### src/rtl/pong_pkg.sv
`default_nettype none
// ============================================================================
// Module      : pong_pkg
// Description : Shared types and constants for the pong display path:
//               game FSM encoding, screen geometry, glyph size.
// Revision    : 1.0 - initial release
// ============================================================================
package pong_pkg;

  // Game sequencing states (2-bit encoding)
  typedef enum logic [1:0] {
    ST_SERVE = 2'd0,
    ST_PLAY  = 2'd1,
    ST_POINT = 2'd2,
    ST_OVER  = 2'd3
  } game_state_e;

  // Visible screen size in pixels
  localparam int H_PIX    = 160;
  localparam int V_PIX    = 120;

  // Score digits are square glyphs of this many pixels per side
  localparam int GLYPH_SZ = 8;

  // Saturating score increment: never moves past the winning score
  function automatic logic [3:0] sat_inc(input logic [3:0] value,
                                         input logic [3:0] limit);
    return (value >= limit) ? limit : value + 4'd1;
  endfunction

endpackage : pong_pkg
`default_nettype wire

### src/rtl/digit_window.sv
`default_nettype none
// ============================================================================
// Module      : digit_window
// Description : Combinational range check of the current pixel against one
//               8x8 digit window, plus the pixel's offset inside it.
// Revision    : 1.0 - initial release
// ============================================================================
module digit_window
  import pong_pkg::*;
#(
  parameter int X0 = 64,
  parameter int Y0 = 4
) (
  input  logic [7:0] px,
  input  logic [6:0] py,
  output logic       hit,
  output logic [2:0] lx,
  output logic [2:0] ly
);

  localparam logic [7:0] c_x0     = 8'(X0);
  localparam logic [6:0] c_y0     = 7'(Y0);
  localparam logic [7:0] c_span_x = 8'(GLYPH_SZ);
  localparam logic [6:0] c_span_y = 7'(GLYPH_SZ);

  logic [7:0] w_dx;
  logic [6:0] w_dy;

  // Full-width offsets are range-checked first; only then cut to 3 bits
  always_comb begin
    w_dx = px - c_x0;
    w_dy = py - c_y0;
    hit  = (px >= c_x0) && (w_dx < c_span_x) &&
           (py >= c_y0) && (w_dy < c_span_y);
    lx   = w_dx[2:0];
    ly   = w_dy[2:0];
  end

endmodule : digit_window
`default_nettype wire

### src/rtl/score_display_ctrl.sv
`default_nettype none
// ============================================================================
// Module      : score_display_ctrl
// Description : Pong score keeper and game sequencer. Shares one scoreboard
//               glyph renderer between the left and right score digits and
//               only updates displayed scores on frame boundaries.
// Revision    : 1.0 - initial release
// ============================================================================
module score_display_ctrl
  import pong_pkg::*;
#(
  parameter int WIN_SCORE   = 9,
  parameter int HOLD_FRAMES = 60,
  parameter int LX0         = 64,
  parameter int RX0         = 88,
  parameter int DY0         = 4
) (
  input  logic       clk,
  input  logic       reset,
  input  logic       pix_en,
  input  logic [7:0] px,
  input  logic [6:0] py,
  input  logic       frame_start,
  input  logic       point_l,
  input  logic       point_r,
  input  logic       serve_btn,
  input  logic [2:0] glyph_dout,
  output logic [3:0] glyph_score,
  output logic [2:0] glyph_x,
  output logic [2:0] glyph_y,
  output logic [2:0] score_rgb,
  output logic [3:0] score_l,
  output logic [3:0] score_r,
  output logic       ball_run,
  output logic       game_over,
  output logic       winner
);

  // Hold counter runs 0..HOLD_FRAMES-1
  localparam int                 c_cnt_w     = (HOLD_FRAMES > 1) ? $clog2(HOLD_FRAMES) : 1;
  localparam logic [c_cnt_w-1:0] c_hold_last = c_cnt_w'(HOLD_FRAMES - 1);
  localparam logic [3:0]         c_win       = 4'(WIN_SCORE);

  game_state_e        state_q,       state_d;
  logic [3:0]         pend_l_q,      pend_l_d;
  logic [3:0]         pend_r_q,      pend_r_d;
  logic [c_cnt_w-1:0] frame_cnt_q,   frame_cnt_d;
  logic               winner_q,      winner_d;
  logic [3:0]         score_l_q,     score_l_d;
  logic [3:0]         score_r_q,     score_r_d;
  logic [3:0]         glyph_score_q, glyph_score_d;
  logic [2:0]         glyph_x_q,     glyph_x_d;
  logic [2:0]         glyph_y_q,     glyph_y_d;
  logic               in_win_q,      in_win_d;
  logic [2:0]         score_rgb_q,   score_rgb_d;

  logic               w_l_hit, w_r_hit;
  logic [2:0]         w_l_x, w_l_y, w_r_x, w_r_y;

  digit_window #(
    .X0 (LX0),
    .Y0 (DY0)
  ) u_win_l (
    .px  (px),
    .py  (py),
    .hit (w_l_hit),
    .lx  (w_l_x),
    .ly  (w_l_y)
  );

  digit_window #(
    .X0 (RX0),
    .Y0 (DY0)
  ) u_win_r (
    .px  (px),
    .py  (py),
    .hit (w_r_hit),
    .lx  (w_r_x),
    .ly  (w_r_y)
  );

  // Game FSM: serve / play / point hold / game over, plus pending scores
  always_comb begin
    state_d     = state_q;
    pend_l_d    = pend_l_q;
    pend_r_d    = pend_r_q;
    frame_cnt_d = frame_cnt_q;
    winner_d    = winner_q;

    case (state_q)
      ST_SERVE: begin
        if (serve_btn) begin
          state_d = ST_PLAY;
        end
      end

      ST_PLAY: begin
        // A simultaneous double point is treated as noise and dropped
        if (point_l ^ point_r) begin
          if (point_l) begin
            pend_l_d = sat_inc(pend_l_q, c_win);
          end else begin
            pend_r_d = sat_inc(pend_r_q, c_win);
          end
          frame_cnt_d = '0;
          state_d     = ST_POINT;
        end
      end

      ST_POINT: begin
        if (frame_start) begin
          if (frame_cnt_q == c_hold_last) begin
            frame_cnt_d = '0;
            if ((pend_l_q == c_win) || (pend_r_q == c_win)) begin
              state_d  = ST_OVER;
              winner_d = (pend_r_q == c_win);
            end else begin
              state_d  = ST_SERVE;
            end
          end else begin
            frame_cnt_d = frame_cnt_q + 1'b1;
          end
        end
      end

      ST_OVER: begin
        if (serve_btn) begin
          state_d  = ST_SERVE;
          pend_l_d = '0;
          pend_r_d = '0;
        end
      end

      default: begin
        state_d = ST_SERVE;
      end
    endcase
  end

  // Displayed scores follow the pending ones only at frame start (no tearing)
  always_comb begin
    score_l_d = score_l_q;
    score_r_d = score_r_q;
    if (frame_start) begin
      score_l_d = pend_l_q;
      score_r_d = pend_r_q;
    end
  end

  // Glyph request mux on pixel strobes; colour gated by the delayed window flag
  always_comb begin
    glyph_score_d = glyph_score_q;
    glyph_x_d     = glyph_x_q;
    glyph_y_d     = glyph_y_q;
    in_win_d      = in_win_q;
    score_rgb_d   = in_win_q ? glyph_dout : 3'd0;

    if (pix_en) begin
      if (w_l_hit) begin
        glyph_score_d = score_l_q;
        glyph_x_d     = w_l_x;
        glyph_y_d     = w_l_y;
        in_win_d      = 1'b1;
      end else if (w_r_hit) begin
        glyph_score_d = score_r_q;
        glyph_x_d     = w_r_x;
        glyph_y_d     = w_r_y;
        in_win_d      = 1'b1;
      end else begin
        glyph_score_d = '0;
        glyph_x_d     = '0;
        glyph_y_d     = '0;
        in_win_d      = 1'b0;
      end
    end
  end

  // State and datapath registers with synchronous reset
  always_ff @(posedge clk) begin
    if (reset) begin
      state_q       <= ST_SERVE;
      pend_l_q      <= '0;
      pend_r_q      <= '0;
      frame_cnt_q   <= '0;
      winner_q      <= 1'b0;
      score_l_q     <= '0;
      score_r_q     <= '0;
      glyph_score_q <= '0;
      glyph_x_q     <= '0;
      glyph_y_q     <= '0;
      in_win_q      <= 1'b0;
      score_rgb_q   <= '0;
    end else begin
      state_q       <= state_d;
      pend_l_q      <= pend_l_d;
      pend_r_q      <= pend_r_d;
      frame_cnt_q   <= frame_cnt_d;
      winner_q      <= winner_d;
      score_l_q     <= score_l_d;
      score_r_q     <= score_r_d;
      glyph_score_q <= glyph_score_d;
      glyph_x_q     <= glyph_x_d;
      glyph_y_q     <= glyph_y_d;
      in_win_q      <= in_win_d;
      score_rgb_q   <= score_rgb_d;
    end
  end

  assign glyph_score = glyph_score_q;
  assign glyph_x     = glyph_x_q;
  assign glyph_y     = glyph_y_q;
  assign score_rgb   = score_rgb_q;
  assign score_l     = score_l_q;
  assign score_r     = score_r_q;
  assign ball_run    = (state_q == ST_PLAY);
  assign game_over   = (state_q == ST_OVER);
  assign winner      = winner_q;

endmodule : score_display_ctrl
`default_nettype wire

### config.mk
export PLATFORM = sky130hd
export DESIGN_NAME = score_display_ctrl
export DESIGN_NICKNAME = d
export VERILOG_FILES = /design/src/rtl/pong_pkg.sv /design/src/rtl/digit_window.sv /design/src/rtl/score_display_ctrl.sv
export SDC_FILE = /design/constraint.sdc
export NUM_CORES = 1
export LEC_CHECK = 0
export ABC_AREA = 1
export CELL_PAD_IN_SITES_DETAIL_PLACEMENT = 1
export CELL_PAD_IN_SITES_GLOBAL_PLACEMENT = 1
export CORE_ASPECT_RATIO = 0.7
export CORE_UTILIZATION = 38
export DETAILED_ROUTE_END_ITERATION = 12
export PLACE_DENSITY_LB_ADDON = 0.1
export SLEW_MARGIN = 15
export SYNTH_ARGS = -nofsm -noshare
export SYNTH_HDL_FRONTEND = slang
export SYNTH_HIERARCHICAL = 1
export SYNTH_SLANG_ARGS = --single-unit
### constraint.sdc
create_clock -name clk -period 2.9 [get_ports clk]
set_clock_uncertainty 0.2 [all_clocks]
set_input_delay 0.58 -clock clk [delete_from_list [all_inputs] [get_ports clk]]
set_output_delay 0.58 -clock clk [all_outputs]
set_load 0.02 [all_outputs]
# Word-level counts from Yosys, hierarchy flattened
# Index checks and enable logic that the tools add are counted.
[totals]
register_bits = 39
wordCells = 85
inputBits = 25
[classes]
mux = 28
magnitude_cmp = 8
eq_ne = 13
bitwise_logic = 2
n_reduce_logical = 16
n_addsub = 6
[op_table]
columns = ["operator", "n"]
rows = [
  ["$mux 4", 9],
  ["$mux 6", 3],
  ["$ge 8x7->1 const B", 2],
  ["$lt 8x4->1 const B", 2],
  ["$pmux 4 s2", 2],
  ["$sub 8x7->8 const B", 2],
  ["$mux 2", 6],
  ["$mux 3", 4],
  ["$ne 2x2->1 const B", 6],
  ["$pmux 6 s2", 1],
  ["$reduce_and 4->1", 3],
  ["$add 4x1->4 const B", 2],
  ["$eq 4x4->1 const B", 2],
  ["$ge 4x4->1 const B", 2],
  ["$pmux 2 s4", 1],
  ["$ge 7x3->1 const B", 1],
  ["$lt 7x4->1 const B", 1],
  ["$sub 7x3->7 const B", 1],
  ["$add 6x1->6 const B", 1],
  ["$eq 6x6->1 const B", 1],
  ["$logic_and 1x1->1", 6],
  ["$reduce_and 5->1", 1],
  ["$eq 2x2->1 const B", 2],
  ["$reduce_bool 2->1", 2],
  ["9 further kinds", 10],
]

# Logic depth before layout (Yosys ltp)
[logic_depth]
ltp_word = 7
mapped_depth = 12
ltp_nobuf = 12

# By module
# The synthesis kept the hierarchy.
[by_module_without_submodules]
columns = ["mod", "area_each_um2", "n_inst", "cells_each"]
rows = [
  ["score_display_ctrl", 1893.1, 1, 262],
  ["digit_window (u_win_r)", 198.9, 1, 38],
  ["digit_window (u_win_l)", 140.1, 1, 28],
]

# Worst setup path after synthesis
# Ideal clock, no wire load.
[synth_path]
path_kind = "in2reg"
start = "input port py[2]"
end = "register glyph_x_q[0], in the netlist glyph_x[0]"
arrival_ns = 1.868
setup_slack_ns = 0.758
required_ns = 2.626
setup_time_ns = 0.074
path_stages = 12
path_buffers = 0
path_cell_list = "inv_1 -> ha_1 -> inv_1 -> nor2_1 -> nand2_1 -> nor2_1 -> nand3_1 -> nor2_1 -> inv_1 -> nor2_1 -> nand2_1 -> a31oi_1"
[synth_via]
elab_chain_len = 5
[synth_lines]
columns = ["element", "line_no", "text"]
rows = [
  ["start: declaration", "score_display_ctrl.sv:22", "input logic [6:0] py,"],
  ["$sub 7x3->7 / $ge 7x3->1 (equally long branches)", "digit_window.sv:32, digit_window.sv:34", ""],
  ["$lt 7x4->1 / $logic_and 1x1->1 (equally long branches)", "digit_window.sv:34, digit_window.sv:33", ""],
  ["$logic_and 1x1->1 (*)", "digit_window.sv:34", "(py >= c_y0) && (w_dy < c_span_y);"],
  ["net w_r_hit", "score_display_ctrl.sv:57", "logic w_l_hit, w_r_hit;"],
  ["$mux 3 (*)", "score_display_ctrl.sv:164", "end else if (w_r_hit) begin"],
  ["$mux 3 (*)", "score_display_ctrl.sv:159", "if (w_l_hit) begin"],
  ["end signal: assignment", "score_display_ctrl.sv:202", "glyph_x_q <= glyph_x_d;"],
  ["end: declaration", "score_display_ctrl.sv:52", "logic [2:0] glyph_x_q, glyph_x_d;"],
]
# The timed path passes the listed nets; every way through them passes the cells marked *.
# A chain may end at the register's enable or synchronous reset.

# Worst setup path after layout
[layout_path]
start = "input port py[3]"
end = "register glyph_score_q[1], in the netlist glyph_score[1]"
[layout_via]
elab_chain_len = 5
[layout_lines]
columns = ["element", "line_no", "text"]
rows = [
  ["$sub 7x3->7 / $ge 7x3->1 (equally long branches)", "digit_window.sv:32, digit_window.sv:34", ""],
  ["$lt 7x4->1 / $logic_and 1x1->1 (equally long branches)", "digit_window.sv:34, digit_window.sv:33", ""],
  ["$logic_and 1x1->1 (*)", "digit_window.sv:34", ""],
  ["net w_r_hit", "score_display_ctrl.sv:57", ""],
  ["$mux 4 (*)", "score_display_ctrl.sv:164", ""],
  ["$mux 4 (*)", "score_display_ctrl.sv:159", ""],
  ["end signal: assignment", "score_display_ctrl.sv:201", "glyph_score_q <= glyph_score_d;"],
  ["end: declaration", "score_display_ctrl.sv:51", "logic [3:0] glyph_score_q, glyph_score_d;"],
]
# Marked as above.

==> results.txt <==
clock-pin slew on the worst setup and hold paths -> 0.08 ns
number of inserted diodes -> 0
Slew Limit Fails -> 0
placer congestion estimate -> 0.829
vias in the first global route -> 2152
WS Path Type -> in2reg
endpoints failing setup -> 0
CTS Sinks -> 39
core area -> 5450 µm²
clock share of power -> 0.293
Worst path slowest cell -> clkdlybuf4s50_1
Ys Warns -> 6
clk root buf -> clkbuf_8
DIE HEIGHT -> 66.1 µm
Mapped Cells -> 328
CTS tree -> yes
WL final -> 5.80 mm
max_slew headroom -> 0.542
DR WL/cell -> 13.0 µm
M1 GR Usage -> 0.301
synthesis-to-layout area growth -> 28.1%
fin util -> 0.525
Pwr Density -> 566 nW/µm²
status -> completed
ANT nets after route -> 0
Fill cells -> 719
Synth Register Bits -> 39
final hold vios -> 0
register share of total power -> 0.392
Synth Net Count -> 363
period utilization -> 0.900
total grt overflow -> 0
Starting Density -> 0.410
Port Buffer Count -> 48
setup_tns -> 0 ns
Net count, final -> 407
max-cap violations -> 0
global-route wire length before repair -> 10.0 mm
Total GRT Usage -> 0.206
Tmin final -> 2.61 ns
internal power -> 1060 µW
# DRC -> 0
Worst-Margin Slew -> 0.685 ns
CTS Hold Bufs -> 0
CP endpoint kind -> flop
H-tree depth -> 2
net switching power -> 561 µW
M3 GR Usage -> 0.0414
row count -> 22
crit path DAT -> 2.61 ns
DR vias -> 2177
TritonCTS buffer count -> 5
Clock Latency Late Sink -> 0.29 ns
DR vias/cell -> 4.89
layout cell share with drive strength beyond 1 -> 0.0992
Switching Share -> 0.347
most frequent cells in the layout -> nand2_1, clkdlybuf4s50_1, nor2_1
largest net degree at the start of global routing -> 23
met2 Track Usage GR -> 0.317
worst-path cell chain -> clkdlybuf4s50_1 -> inv_1 -> ha_1 -> inv_1 -> nor2_1 -> nand2_1 -> nor2_1 -> nand3_1 -> nor2_1 -> inv_1 -> nor2_2 -> nand2_1 -> a31oi_1
Mean Syn Cell Area -> 6.81 µm²
mapped cell area -> 2230 µm²
unrepaired setup endpoints after global routing -> no
Max clock buf depth -> 2
most common cell after layout, fill and taps aside -> nand2_1
peak supply drop -> 240 µV
crit-path max cell delay -> 0.52 ns
total iterations of the first detailed-routing run -> 4
Leak -> 0.00123 µW
Post-CTS Setup Bufs -> 0
Comb pwr share -> 0.314
FMAX -> 0.383 GHz
Die W -> 93.6 µm
busiest grt layer -> met2
sequential element share of the synthesized area -> 0.350
Tightest Hold Check Type -> reg2reg
antenna violations before repair -> 0
CP max FO -> 10
post-synth cell types -> 27
Required @ worst endpoint -> 2.90 ns
area of the die -> 6190 µm²
Top Ports -> 49
startpoint types -> input port
Detailed Route Iter0 Violations -> 79
post-DP HPWL -> 4.53 mm
[final cells by class]
cell class | instances | area [µm²] | share of cell area
Clock inverter | 2 | 35.0 | 0.0122
Sequential cell | 39 | 781 | 0.273
Timing Repair Buffer | 54 | 526 | 0.184
Multi-Input combinational cell | 227 | 1170 | 0.410
Tap cell | 72 | 90.1 | 0.0315
Clock buffer | 6 | 82.6 | 0.0289
Inverter | 45 | 174 | 0.0608
[per-layer routing]
metal	vias up	wire, µm
li1	1128	-
met1	1011	3180
met2	36	2390
met3	2	210
met4	0	10
met5	-	0
[cells by family (layout without fill, tap and decap cells)]
group	Yosys count	in the layout	synth area share
AOI/OAI and AO/OA	60	60	0.142
buffers and inverters	62	107	0.126
xor gates and xnor gates	3	3	0.0118
and+or+nand+nor	154	154	0.314
DFF	39	39	0.350
adders and majority gates	10	10	0.0561
[path summary, 6_finish.rpt]
path | depth (start not counted) | slack, ns | end | start
min | 2 | 0.29 | pend_r_q[1]$_SDFFE_PP0P_ | pend_r_q[1]$_SDFFE_PP0P_
max | 13 | 0.29 | glyph_score[1]$_SDFFE_PP0P_ | py[3]
min reg2reg | 2 | 0.29 | pend_r_q[1]$_SDFFE_PP0P_ | pend_r_q[1]$_SDFFE_PP0P_
max reg2reg | 5 | 1.23 | pend_l_q[1]$_SDFFE_PP0P_ | state_q[1]$_SDFFE_PP0P_
[through the flow]
stage	std cells	worst slack [ns]	total power [µW]	hold WS (ns)	area (µm²)
after floorplan	328	0.758	994	0.256	2230
after global routing	445	0.0765	1730	0.311	2860
final	445	0.291	1620	0.290	2860
after detailed placement	437	-0.161	1150	0.279	2740
after CTS	445	0.103	1630	0.291	2860
after global placement	437	-0.0705	1140	0.270	2740
[flip-flops by register name, summed over array words and instances (netlist names)]
register,count
frame_cnt_q,6
glyph_score,4
pend_l_q,4
pend_r_q,4
score_l,4
score_r,4
glyph_x,3
glyph_y,3
score_rgb,3
state_q,2
in_win_q,1
winner,1
[synth_stat cells]
cell	count	area, µm²
nand3_2	1	10.0
nand2_4	2	22.5
nand4_1	5	31.3
nand2_1	73	274
inv_1	40	150
buf_2	2	10.0
nor2_2	2	12.5
a21oi_2	1	8.76
clkbuf_1	4	15.0
nand3_1	15	75.1
o21ai_0	29	145
a21oi_1	18	90.1
inv_4	2	12.5
ha_1	10	125
nand2_2	7	43.8
nor2_1	42	158
nand3_4	2	35.0
dfxtp_1	39	781
nor2_4	2	22.5
inv_2	3	11.3
clkbuf_4	1	7.51
buf_4	10	75.1
xor2_1	3	26.3
a31oi_1	11	68.8
nor3_1	2	10.0
or2_0	1	6.26
o21ai_1	1	5.00
[power by group through the flow]
stage / Sequential, µW / Combinational (µW) / Clock, µW
finish: 635 / 509 / 475
global route: 643 / 577 / 512
CTS: 635 / 512 / 487
detailed placement: 648 / 506 / 0
global placement: 648 / 495 / 0
floorplan: 653 / 342 / 0
[critical path, delay by kind of cell]
family / cells / cell delay [ns]
and+or+nand+nor: 7 / 0.92
buffers and inverters: 4 / 0.70
adders and majority gates: 1 / 0.27
AOI/OAI and AO/OA: 1 / 0.16
[repair_timing]
| action | 4_1_cts | 5_1_grt |
|---|---|---|
| endpoints found under the hold margin | 0 | 0 |
| gates resized for setup | 0 | 1 |
| setup endpoints to repair | 0 | 10 |
No activity file was read; power rests on OpenSTA's default activity.
==> RTL change: new RTL, same flow settings <==
Remove the register `score_rgb_q`: a continuous assignment takes its place, so the output `score_rgb` follows one clock earlier.
--- a/src/rtl/score_display_ctrl.sv
+++ b/src/rtl/score_display_ctrl.sv
@@ -191,3 +191,2 @@
       in_win_q      <= 1'b0;
-      score_rgb_q   <= '0;
     end else begin
@@ -204,5 +203,6 @@
       in_win_q      <= in_win_d;
-      score_rgb_q   <= score_rgb_d;
     end
   end
+
+  assign score_rgb_q = score_rgb_d;
 
Function: changed (Yosys sat finds a counterexample within 4 cycles, from zero or initial values and one cycle with reset high).
==> RTL change against the original RTL <==
  * Clock power fell by 2%
  * Sequential cell count fell by 3
  * Worst hold slack got worse by 0.0069 ns
  * Total power rose by 3.3%
  * Synthesized area fell by 3.3%
  * Wire length rose by 0.16%
  * Cell area fell by 2.4%
  * Setup slack improved by 0.074 ns
  * Critical path type is now in2out
  * Highest routed layer unchanged
==> RTL change: results (changes against the original RTL) <==
[run_status]
status=completed

[route]
first_iter_violations=40  ; -49%
avgRoutedWirePerCell_um=13.13  ; +0.84%
vias_per_cell=4.862  ; -0.62%

[cts]
cts.repair_timing.setup_buffer_count=0  ; unchanged
cts_made_buffers=5  ; unchanged
cts_root_buf=clkbuf_8

[global_routing]
grtUsageTotal_pct=21.26  ; +0.66 points
grt_max_degree=23  ; unchanged
grt_pass1_wl_um=10050  ; +0.21%
grt_pass1_vias=2167  ; +0.70%

[power_and_ir_drop]
leakage_nw=1.237  ; +0.50%
peakVddDrop_mv=0.2756  ; +15%

[worst_setup_path]
path_max_fanout=1  ; -9
cp_top_family=buffers and inverters
cp.arrival_ns=1.76  ; -0.85 ns
critPathMaxStageDelay_ns=0.59  ; +0.07 ns

[yosys]
syn_nets=359  ; -1.1%
synth_area_leaders=dfxtp_1, nand2_1, nor2_1
synth_top_cells_by_count=nand2_1, nor2_1, inv_1
yosysSeqAreaShare_pct=33.39  ; -1.6 points
synth_cell_types=26  ; -3.7%
synthCells=324  ; -1.2%

[final_layout]
fillerInstances=712  ; -0.97%
layout-drive-gt1-share_pct=8.378  ; -1.5 points
final_cells=442  ; -0.67%
nets=404  ; -0.74%

[place]
gp_congestion=0.7588  ; -8.4%
dpl.hpwl_um=4579  ; +1.2%
dp_cells=434  ; -0.69%

[floorplanning]
design.core.area_um2=5340  ; -2.0%

[sta]
slew_headroom_pct=54.12  ; about the same

## RTL change: changes by cell type after synthesis, moves of 2 or more
cell and change:
nand3_1 +7, nand2_2 -4, dfxtp_1 -3, buf_2 -2, clkbuf_1 +2, inv_2 +2
inv_4 -2, o21ai_0 -2
## RTL change: logic make-up (layout without fill, tap and decap cells)
logic type / after synthesis / in the layout / share of synthesized area (%)
AO/OA/AOI/OAI: 58 / 58 / 14.32
XOR/XNOR: 4 / 4 / 1.623
adder cells (fa/ha/maj): 10 / 10 / 5.797
buffers and inverters: 60 / 106 / 12.17
flip-flops: 36 / 36 / 33.39
AND/OR/NAND/NOR: 156 / 156 / 32.70
## RTL change: cell type report
class,count,area share [%]
Clock buffer,5,2.465
Clock inverter,3,1.658
Inverter,44,5.917
Multi-Input combinational cell,228,42.09
Sequential cell,36,25.82
Tap cell,72,3.227
Timing Repair Buffer,54,18.83
## RTL change: final timing paths
path	from	end	slack, ns	cells after the start
min	score_l[0]	glyph_score[0]	0.28	2
max	glyph_dout[0]	score_rgb[0]	0.36	4
max reg2reg	state_q[0]	frame_cnt_q[0]	1.23	7
min reg2reg	score_l[0]	glyph_score[0]	0.28	2
## RTL change: per-stage QoR
step	instance area, um^2	worst slack [ns]
final	2791	0.3647
after global routing	2791	0.2774
after CTS	2791	0.3565
after detailed placement	2676	0.1620
after global placement	2676	0.2774
after floorplan	2158	0.7580
## RTL change: per-layer routing
| metal | global-route usage, % | vias up | share of wire (%) |
|---|---|---|---|
| li1 | - | 1124 | - |
| met1 | 29.14 | 991 | 54 |
| met2 | 34.51 | 30 | 43 |
| met3 | 4.225 | 4 | 2.7 |
| met4 | 4.688 | 0 | 0.65 |
| met5 | 0 | - | 0 |
## RTL change: power breakdown
| part | internal [mW] | switching (mW) |
|---|---|---|
| sequential | 0.545 | 0.0639 |
| clock | 0.259 | 0.206 |
| combinational | 0.224 | 0.373 |
## RTL change: worst min-delay path, delay by kind of cell (launching register included)
kind / cells / cell delay, ns
compound gates: 1 / 0.07
simple gates: 1 / 0.06
flops: 1 / 0.33
